--- config.mk ---
export PLATFORM = sky130hd
export DESIGN_NAME = key_event_gen_flat
export DESIGN_NICKNAME = d
export VERILOG_FILES = /design/src/rtl/menu_pkg.sv /design/src/rtl/key_event_gen_if.sv /design/src/rtl/key_fifo.sv /design/src/rtl/key_event_gen.sv /design/src/flat_wrapper.sv
export SDC_FILE = /design/constraint.sdc
export NUM_CORES = 1
export LEC_CHECK = 0
export BUFFER_PORTS_ARGS = -buffer_cell sky130_fd_sc_hd__buf_2
export CAP_MARGIN = 10
export CORE_MARGIN = 8
export CORE_UTILIZATION = 60
export CTS_BUF_LIST = sky130_fd_sc_hd__clkbuf_8
export DETAILED_ROUTE_END_ITERATION = 16
export PLACE_DENSITY = 0.76
export SLEW_MARGIN = 20
export SYNTH_ARGS = -nofsm -noshare
export SYNTH_HDL_FRONTEND = slang
export SYNTH_HIERARCHICAL = 1
export SYNTH_SLANG_ARGS = --single-unit
--- constraint.sdc ---
create_clock -name Clk -period 5.5 [get_ports Clk]
set_input_delay 1.1 -clock Clk [delete_from_list [all_inputs] [get_ports Clk]]
set_output_delay 1.1 -clock Clk [all_outputs]
set_load 0.01 [all_outputs]
--- src/rtl/menu_pkg.sv ---
// Shared key codes, report geometry and report-FSM state encoding for the
// keyboard front end.
package menu_pkg;

  localparam logic [7:0] KEY_NONE     = 8'h00;
  localparam logic [7:0] KEY_ROLLOVER = 8'h01;
  localparam logic [7:0] KEY_DOWN     = 8'h51;
  localparam logic [7:0] KEY_UP       = 8'h52;
  localparam logic [7:0] KEY_ENTER    = 8'h58;

  localparam int RPT_LEN   = 8;
  localparam int NUM_SLOTS = 6;

  typedef enum logic [1:0] {
    COLLECT,
    CHECK,
    SCAN,
    UPDATE
  } rpt_state_t;

endpackage

--- src/rtl/key_event_gen_if.sv ---
// Byte-stream handshake carrying HID boot reports from the host into the
// key event generator.
interface key_event_gen_if;

  logic [7:0] rpt_data;
  logic       rpt_valid;
  logic       rpt_ready;

  modport master (
    output rpt_data,
    output rpt_valid,
    input  rpt_ready
  );

  modport slave (
    input  rpt_data,
    input  rpt_valid,
    output rpt_ready
  );

endinterface

--- src/rtl/key_fifo.sv ---
// Small key-event queue; a push into a full queue only lands when a pop
// frees the head slot in the same cycle.
module key_fifo #(
  parameter int DEPTH = 4
) (
  input  logic       Clk,
  input  logic       Reset,
  input  logic       push,
  input  logic [7:0] push_data,
  input  logic       pop,
  output logic [7:0] pop_data,
  output logic       full,
  output logic       empty
);

  localparam int PW = $clog2(DEPTH);
  localparam int CW = PW + 1;

  logic [7:0]    mem [DEPTH];
  logic [PW-1:0] wr_ptr_reg;
  logic [PW-1:0] rd_ptr_reg;
  logic [CW-1:0] count_reg;
  logic          pop_ok;
  logic          push_ok;

  assign full     = (count_reg == CW'(DEPTH));
  assign empty    = (count_reg == '0);
  assign pop_ok   = pop && !empty;
  assign push_ok  = push && (!full || pop_ok);
  assign pop_data = mem[rd_ptr_reg];

  always_ff @(posedge Clk) begin
    if (push_ok) begin
      mem[wr_ptr_reg] <= push_data;
    end
  end

  // Pointers wrap naturally because DEPTH is a power of two.
  always_ff @(posedge Clk) begin
    if (Reset) begin
      wr_ptr_reg <= '0;
      rd_ptr_reg <= '0;
      count_reg  <= '0;
    end else begin
      if (push_ok) begin
        wr_ptr_reg <= wr_ptr_reg + PW'(1);
      end
      if (pop_ok) begin
        rd_ptr_reg <= rd_ptr_reg + PW'(1);
      end
      count_reg <= count_reg + CW'(push_ok) - CW'(pop_ok);
    end
  end

endmodule

--- src/rtl/key_event_gen.sv ---
// Turns 8-byte HID boot reports into one-frame key events, with press
// detection against the previous report, auto-repeat and an event FIFO.
module key_event_gen
  import menu_pkg::*;
#(
  parameter int FIFO_DEPTH    = 4,
  parameter int REPEAT_DELAY  = 30,
  parameter int REPEAT_PERIOD = 6
) (
  input  logic           Clk,
  input  logic           Reset,
  input  logic           frame_clk,
  key_event_gen_if.slave rpt,
  output logic [7:0]     keycode,
  output logic           key_valid,
  output logic           overflow
);

  localparam int REP_W = $clog2(REPEAT_DELAY + 1);

  logic [1:0]           sync_reg;
  logic                 sync_prev_reg;
  logic                 frame_tick;

  rpt_state_t           state_reg;
  logic                 rpt_ready_reg;
  logic [2:0]           byte_idx_reg;
  logic [2:0]           scan_idx_reg;
  logic [7:0]           new_slots_reg  [NUM_SLOTS];
  logic [7:0]           prev_slots_reg [NUM_SLOTS];
  logic [7:0]           last_push_reg;

  logic [7:0]           held_key_reg;
  logic [7:0]           held_key_next;
  logic [REP_W-1:0]     rep_cnt_reg;
  logic                 rep_pending_reg;
  logic [7:0]           rep_key_reg;

  logic [NUM_SLOTS-1:0] prev_match;
  logic [NUM_SLOTS-1:0] held_present;
  logic [NUM_SLOTS-1:0] slot_rollover;
  logic [7:0]           scan_key;
  logic                 scan_push;
  logic                 accept;

  logic                 push_req;
  logic [7:0]           push_data;
  logic                 pop;
  logic [7:0]           pop_data;
  logic                 fifo_full;
  logic                 fifo_empty;

  logic [7:0]           keycode_reg;
  logic                 key_valid_reg;
  logic                 overflow_reg;

  assign keycode       = keycode_reg;
  assign key_valid     = key_valid_reg;
  assign overflow      = overflow_reg;
  assign rpt.rpt_ready = rpt_ready_reg;

  // frame_clk is asynchronous: two flops for metastability, a third for the edge.
  always_ff @(posedge Clk) begin
    if (Reset) begin
      sync_reg      <= '0;
      sync_prev_reg <= 1'b0;
    end else begin
      sync_reg      <= {sync_reg[0], frame_clk};
      sync_prev_reg <= sync_reg[1];
    end
  end

  assign frame_tick = sync_reg[1] && !sync_prev_reg;

  assign accept    = rpt.rpt_valid && rpt_ready_reg;
  assign scan_key  = new_slots_reg[scan_idx_reg];
  assign scan_push = (state_reg == SCAN) && (scan_key != KEY_NONE) && !(|prev_match);

  for (genvar gi = 0; gi < NUM_SLOTS; gi++) begin : g_slot
    assign prev_match[gi]    = (prev_slots_reg[gi] == scan_key);
    assign held_present[gi]  = (new_slots_reg[gi] == held_key_reg);
    assign slot_rollover[gi] = (new_slots_reg[gi] == KEY_ROLLOVER);
  end

  always_ff @(posedge Clk) begin
    if (Reset) begin
      state_reg     <= COLLECT;
      rpt_ready_reg <= 1'b1;
      byte_idx_reg  <= '0;
      scan_idx_reg  <= '0;
      last_push_reg <= KEY_NONE;
      for (int i = 0; i < NUM_SLOTS; i++) begin
        new_slots_reg[i]  <= KEY_NONE;
        prev_slots_reg[i] <= KEY_NONE;
      end
    end else begin
      case (state_reg)
        COLLECT: begin
          if (accept) begin
            if (byte_idx_reg >= 3'd2) begin
              new_slots_reg[byte_idx_reg - 3'd2] <= rpt.rpt_data;
            end
            if (byte_idx_reg == 3'(RPT_LEN - 1)) begin
              byte_idx_reg  <= '0;
              state_reg     <= CHECK;
              rpt_ready_reg <= 1'b0;
            end else begin
              byte_idx_reg <= byte_idx_reg + 3'd1;
            end
          end
        end
        CHECK: begin
          // A phantom-key report carries no usable key state at all.
          if (&slot_rollover) begin
            state_reg     <= COLLECT;
            rpt_ready_reg <= 1'b1;
          end else begin
            state_reg     <= SCAN;
            scan_idx_reg  <= '0;
            last_push_reg <= KEY_NONE;
          end
        end
        SCAN: begin
          if (scan_push) begin
            last_push_reg <= scan_key;
          end
          if (scan_idx_reg == 3'(NUM_SLOTS - 1)) begin
            state_reg <= UPDATE;
          end else begin
            scan_idx_reg <= scan_idx_reg + 3'd1;
          end
        end
        UPDATE: begin
          prev_slots_reg <= new_slots_reg;
          state_reg      <= COLLECT;
          rpt_ready_reg  <= 1'b1;
        end
        default: begin
          state_reg     <= COLLECT;
          rpt_ready_reg <= 1'b1;
        end
      endcase
    end
  end

  always_comb begin
    held_key_next = KEY_NONE;
    if (last_push_reg != KEY_NONE) begin
      held_key_next = last_push_reg;
    end else if (|held_present) begin
      held_key_next = held_key_reg;
    end
  end

  // A fired repeat waits in rep_pending_reg until the scan is not pushing.
  always_ff @(posedge Clk) begin
    if (Reset) begin
      held_key_reg    <= KEY_NONE;
      rep_cnt_reg     <= '0;
      rep_pending_reg <= 1'b0;
      rep_key_reg     <= KEY_NONE;
    end else begin
      if (rep_pending_reg && !scan_push) begin
        rep_pending_reg <= 1'b0;
      end
      if ((state_reg == UPDATE) && (held_key_next != held_key_reg)) begin
        held_key_reg <= held_key_next;
        rep_cnt_reg  <= '0;
      end else if (frame_tick && (held_key_reg != KEY_NONE)) begin
        if (rep_cnt_reg >= REP_W'(REPEAT_DELAY - 1)) begin
          rep_cnt_reg     <= REP_W'(REPEAT_DELAY - REPEAT_PERIOD);
          rep_pending_reg <= 1'b1;
          rep_key_reg     <= held_key_reg;
        end else begin
          rep_cnt_reg <= rep_cnt_reg + 1'b1;
        end
      end
    end
  end

  assign push_req  = scan_push || rep_pending_reg;
  assign push_data = scan_push ? scan_key : rep_key_reg;
  assign pop       = frame_tick && !fifo_empty;

  key_fifo #(
    .DEPTH (FIFO_DEPTH)
  ) u_fifo (
    .Clk       (Clk),
    .Reset     (Reset),
    .push      (push_req),
    .push_data (push_data),
    .pop       (pop),
    .pop_data  (pop_data),
    .full      (fifo_full),
    .empty     (fifo_empty)
  );

  always_ff @(posedge Clk) begin
    if (Reset) begin
      keycode_reg   <= KEY_NONE;
      key_valid_reg <= 1'b0;
      overflow_reg  <= 1'b0;
    end else begin
      if (frame_tick) begin
        keycode_reg   <= fifo_empty ? KEY_NONE : pop_data;
        key_valid_reg <= !fifo_empty;
      end
      if (push_req && fifo_full && !pop) begin
        overflow_reg <= 1'b1;
      end
    end
  end

endmodule

--- src/flat_wrapper.sv ---
// flat-port wrapper written by rule: the top's interface ports become plain ports
module key_event_gen_flat import menu_pkg::*;
#(
  parameter int FIFO_DEPTH    = 4,
  parameter int REPEAT_DELAY  = 30,
  parameter int REPEAT_PERIOD = 6
)
  (Clk, Reset, frame_clk, keycode, key_valid, overflow, rpt_rpt_data, rpt_rpt_valid, rpt_rpt_ready);
  key_event_gen_if rpt_i ();
  input  logic Clk;
  input  logic Reset;
  input  logic frame_clk;
  output logic [7:0] keycode;
  output logic key_valid;
  output logic overflow;
  input wire logic [$bits(rpt_i.rpt_data)-1:0] rpt_rpt_data;
  input wire logic [$bits(rpt_i.rpt_valid)-1:0] rpt_rpt_valid;
  output wire logic [$bits(rpt_i.rpt_ready)-1:0] rpt_rpt_ready;
  assign rpt_i.rpt_data = rpt_rpt_data;
  assign rpt_i.rpt_valid = rpt_rpt_valid;
  assign rpt_rpt_ready = rpt_i.rpt_ready;
  key_event_gen #(.FIFO_DEPTH(FIFO_DEPTH), .REPEAT_DELAY(REPEAT_DELAY), .REPEAT_PERIOD(REPEAT_PERIOD)) u_core (.Clk(Clk), .Reset(Reset), .frame_clk(frame_clk), .rpt(rpt_i), .keycode(keycode), .key_valid(key_valid), .overflow(overflow));
endmodule
==> impl_metrics.tcl <==
set metrics [dict create \
    register_area_um2 4110 \
    synthDominantCellAreaShare_pct 30.5 \
    synth_cell_type_count 76 \
    whs_ns 0.460 \
    ys_async_sr_fraction_pct 0 \
    status "complete, no violations" \
    synth_area_leader_cell "dfxtp_1" \
    synth_seq_area_share_pct 39.8 \
    endpoint_kind "register" \
    required_ns 5.91 \
    wirelength_met1_mm 12.4 \
    final-hold-violation-count 0 \
    route.antenna.remaining_nets 0 \
    start_kind "register" \
    synth_area_per_cell_um2 9.71 \
    finalCriticalPeriod_ns 4.80 \
    start_util_pct 60.4 \
    vias 8135 \
    setup_tns_ns 0 \
    root_buffer "clkbuf_8" \
    ys_ff_latch 189 \
    syn-num-nets 1090 \
    synth_edf_count 32 \
    io_buffers 22 \
    synth_ff_type "dfxtp_1" \
    synth_common_cells "dfxtp_1 (157), mux2i_1 (149), nor2_1 (144)" \
    detail_route.wl_per_cell_um 21.1 \
    track_usage_pct 25.0 \
    wl_mm 27.2 \
    dp_hpwl_mm 19.2 \
    post_cts_resized 0 \
    numCtsBuffers 17 \
    postCtsSetupBuffers 0 \
    drc 0 \
    antenna_cells 0 \
    dieArea_um2 21600 \
    fin_crit_sh_pct 87.3 \
    core_area_um2 17100 \
    slew_headroom_pct 33.9 \
    yosysWarnings 6 \
    worst_pin_slew_ns 0.988 \
    highest_layer "met4" \
    worstSetupPathType "register to register" \
    cts_max_level 4 \
    cp_max_fo 24 \
    drv_slew 0 \
    netlist_instances 1061 \
    io_pins 23 \
    area_growth_pct 6.28 \
    route.met2.wl_mm 11.6 \
    routed_via_density 6.32 \
    fmax_ghz 0.208 \
    synth_area_um2 10300 \
    overflow 0 \
    die_w_um 147 \
    power_density_nw_per_um2 225 \
    cts_tree "done" \
    route.met3.wl_mm 2.53 \
    setup_violations 0 \
    nFillCells 1376 \
    clockBufferDepth 2 \
    crit_arrival_ns 5.21 \
    grt_pass1_vias 7284 \
    hp-class "register to register" \
    maxCapViolCount 0 \
    rsz0062_at_grt "false" \
    ir_worst_vdd_v 0.000197 \
    multiInputGateArea_um2 5790 \
    skew_ns 0.0211 \
    grt_pass1_wl_mm 42.3 \
    fin_util_pct 64.2 \
    rows 48 \
    postCtsHoldBufs 0 \
    drive_gt1_share_pct 11.5 \
    netlist_top_cells_area "dfxtp_1 (31%), mux2i_1 (14%), edfxtp_1 (9.3%), nor2_1 (5.2%), xnor2_1 (3.2%)" \
    drt_pass1_iterations 6 \
    nNetsFinal 1079 \
    post-synth-top-count-cell "dfxtp_1" \
    grt_max_degree 82 \
    die_h_um 147 \
    drt_iter0_drc 905 \
    clock_latency_ns 0.48 \
    clkSinkCount 189 \
    routabilityCongestion 0.955 \
    antenna_found_initial 0 \
    clk_pin_slew_ns 0.11 \
    total_leakage_power_nw 4.03 \
]
critical path, cell delays in order, from the launching register on:
cell	delay (ns)
dfxtp_1	0.90
inv_1	0.59
nand3_1	0.27
and2_1	0.42
xnor2_1	0.20
nor4_2	0.10
a2111oi_4	0.32
buf_4	0.26
a21oi_1	0.12
inv_1	0.08
a21boi_4	0.29
a21o_1	0.16
ha_1	0.13
inv_1	0.05
fa_1	0.40
xor2_1	0.16
and2_1	0.16
nor3_1	0.11
logic make-up after synthesis:
logic type	synth area share [%]
adder cells (fa/ha/maj)	2.14
XOR/XNOR	6.38
AO/OA/AOI/OAI	8.50
flip-flops	39.8
AND/OR/NAND/NOR	20.5
multiplexers	18.6
buffers and inverters	4.04
area by class of cell:
cell class,instances,area share (%)
Clock buffer,17,2.14
Timing Repair Buffer,39,2.19
Inverter,27,0.926
Multi-Input combinational cell,776,52.9
Tap cell,225,2.57
Clock inverter,15,1.82
Sequential cell,189,37.5
cells in the final DEF (no fill, tap or decap), types with 13 or more instances in the layout:
cell / n
nor2_1: 143
dfxtp_1: 155
nand3_1: 21
nor4_1: 23
xor2_1: 37
nor3b_1: 33
mux2i_1: 149
buf_2: 21
clkbuf_8: 17
mux4_2: 13
inv_1: 26
buf_4: 18
edfxtp_1: 32
nand2_1: 28
nand4_1: 29
ha_1: 15
a21oi_1: 42
xnor2_1: 38
nor3_1: 46
path summary, 6_finish.rpt:
check / from / depth (start not counted) / end / slack, ns
min: u_core/sync_reg[0]$_SDFF_PP0_ / 1 / u_core/sync_reg[1]$_SDFF_PP0_ / 0.46
max: u_core/scan_idx_reg[1]$_SDFFE_PP0P_ / 17 / u_core/u_fifo/count_reg[2]$_SDFF_PP0_ / 0.70
min reg2reg: u_core/sync_reg[0]$_SDFF_PP0_ / 1 / u_core/sync_reg[1]$_SDFF_PP0_ / 0.46
max reg2reg: u_core/scan_idx_reg[1]$_SDFFE_PP0P_ / 17 / u_core/u_fifo/count_reg[2]$_SDFF_PP0_ / 0.70
per-layer routing:
metal,vias up,GRT usage (%)
met1,3912,36.7
met5,-,0
met3,65,5.48
li1,3799,-
met2,359,35.2
met4,0,8.47
stage by stage:
stage	power (mW)	instance area, µm²	std cells	worst slack [ns]
floorplan	1.50	10300	1061	1.72
finish	2.47	10900	1288	0.696
global placement	1.52	10500	1256	0.875
CTS	2.48	10900	1288	0.738
detailed placement	1.53	10500	1256	0.775
global route	2.54	10900	1288	0.291
power breakdown:
| group | switching [mW] | total (mW) | internal (mW) |
|---|---|---|---|
| combinational | 0.0565 | 0.0836 | 0.0271 |
| clock | 0.607 | 0.972 | 0.364 |
| sequential | 0.00721 | 1.41 | 1.40 |
| total | 0.671 | 2.47 | 1.80 |
No activity file was read; power rests on OpenSTA's default activity.
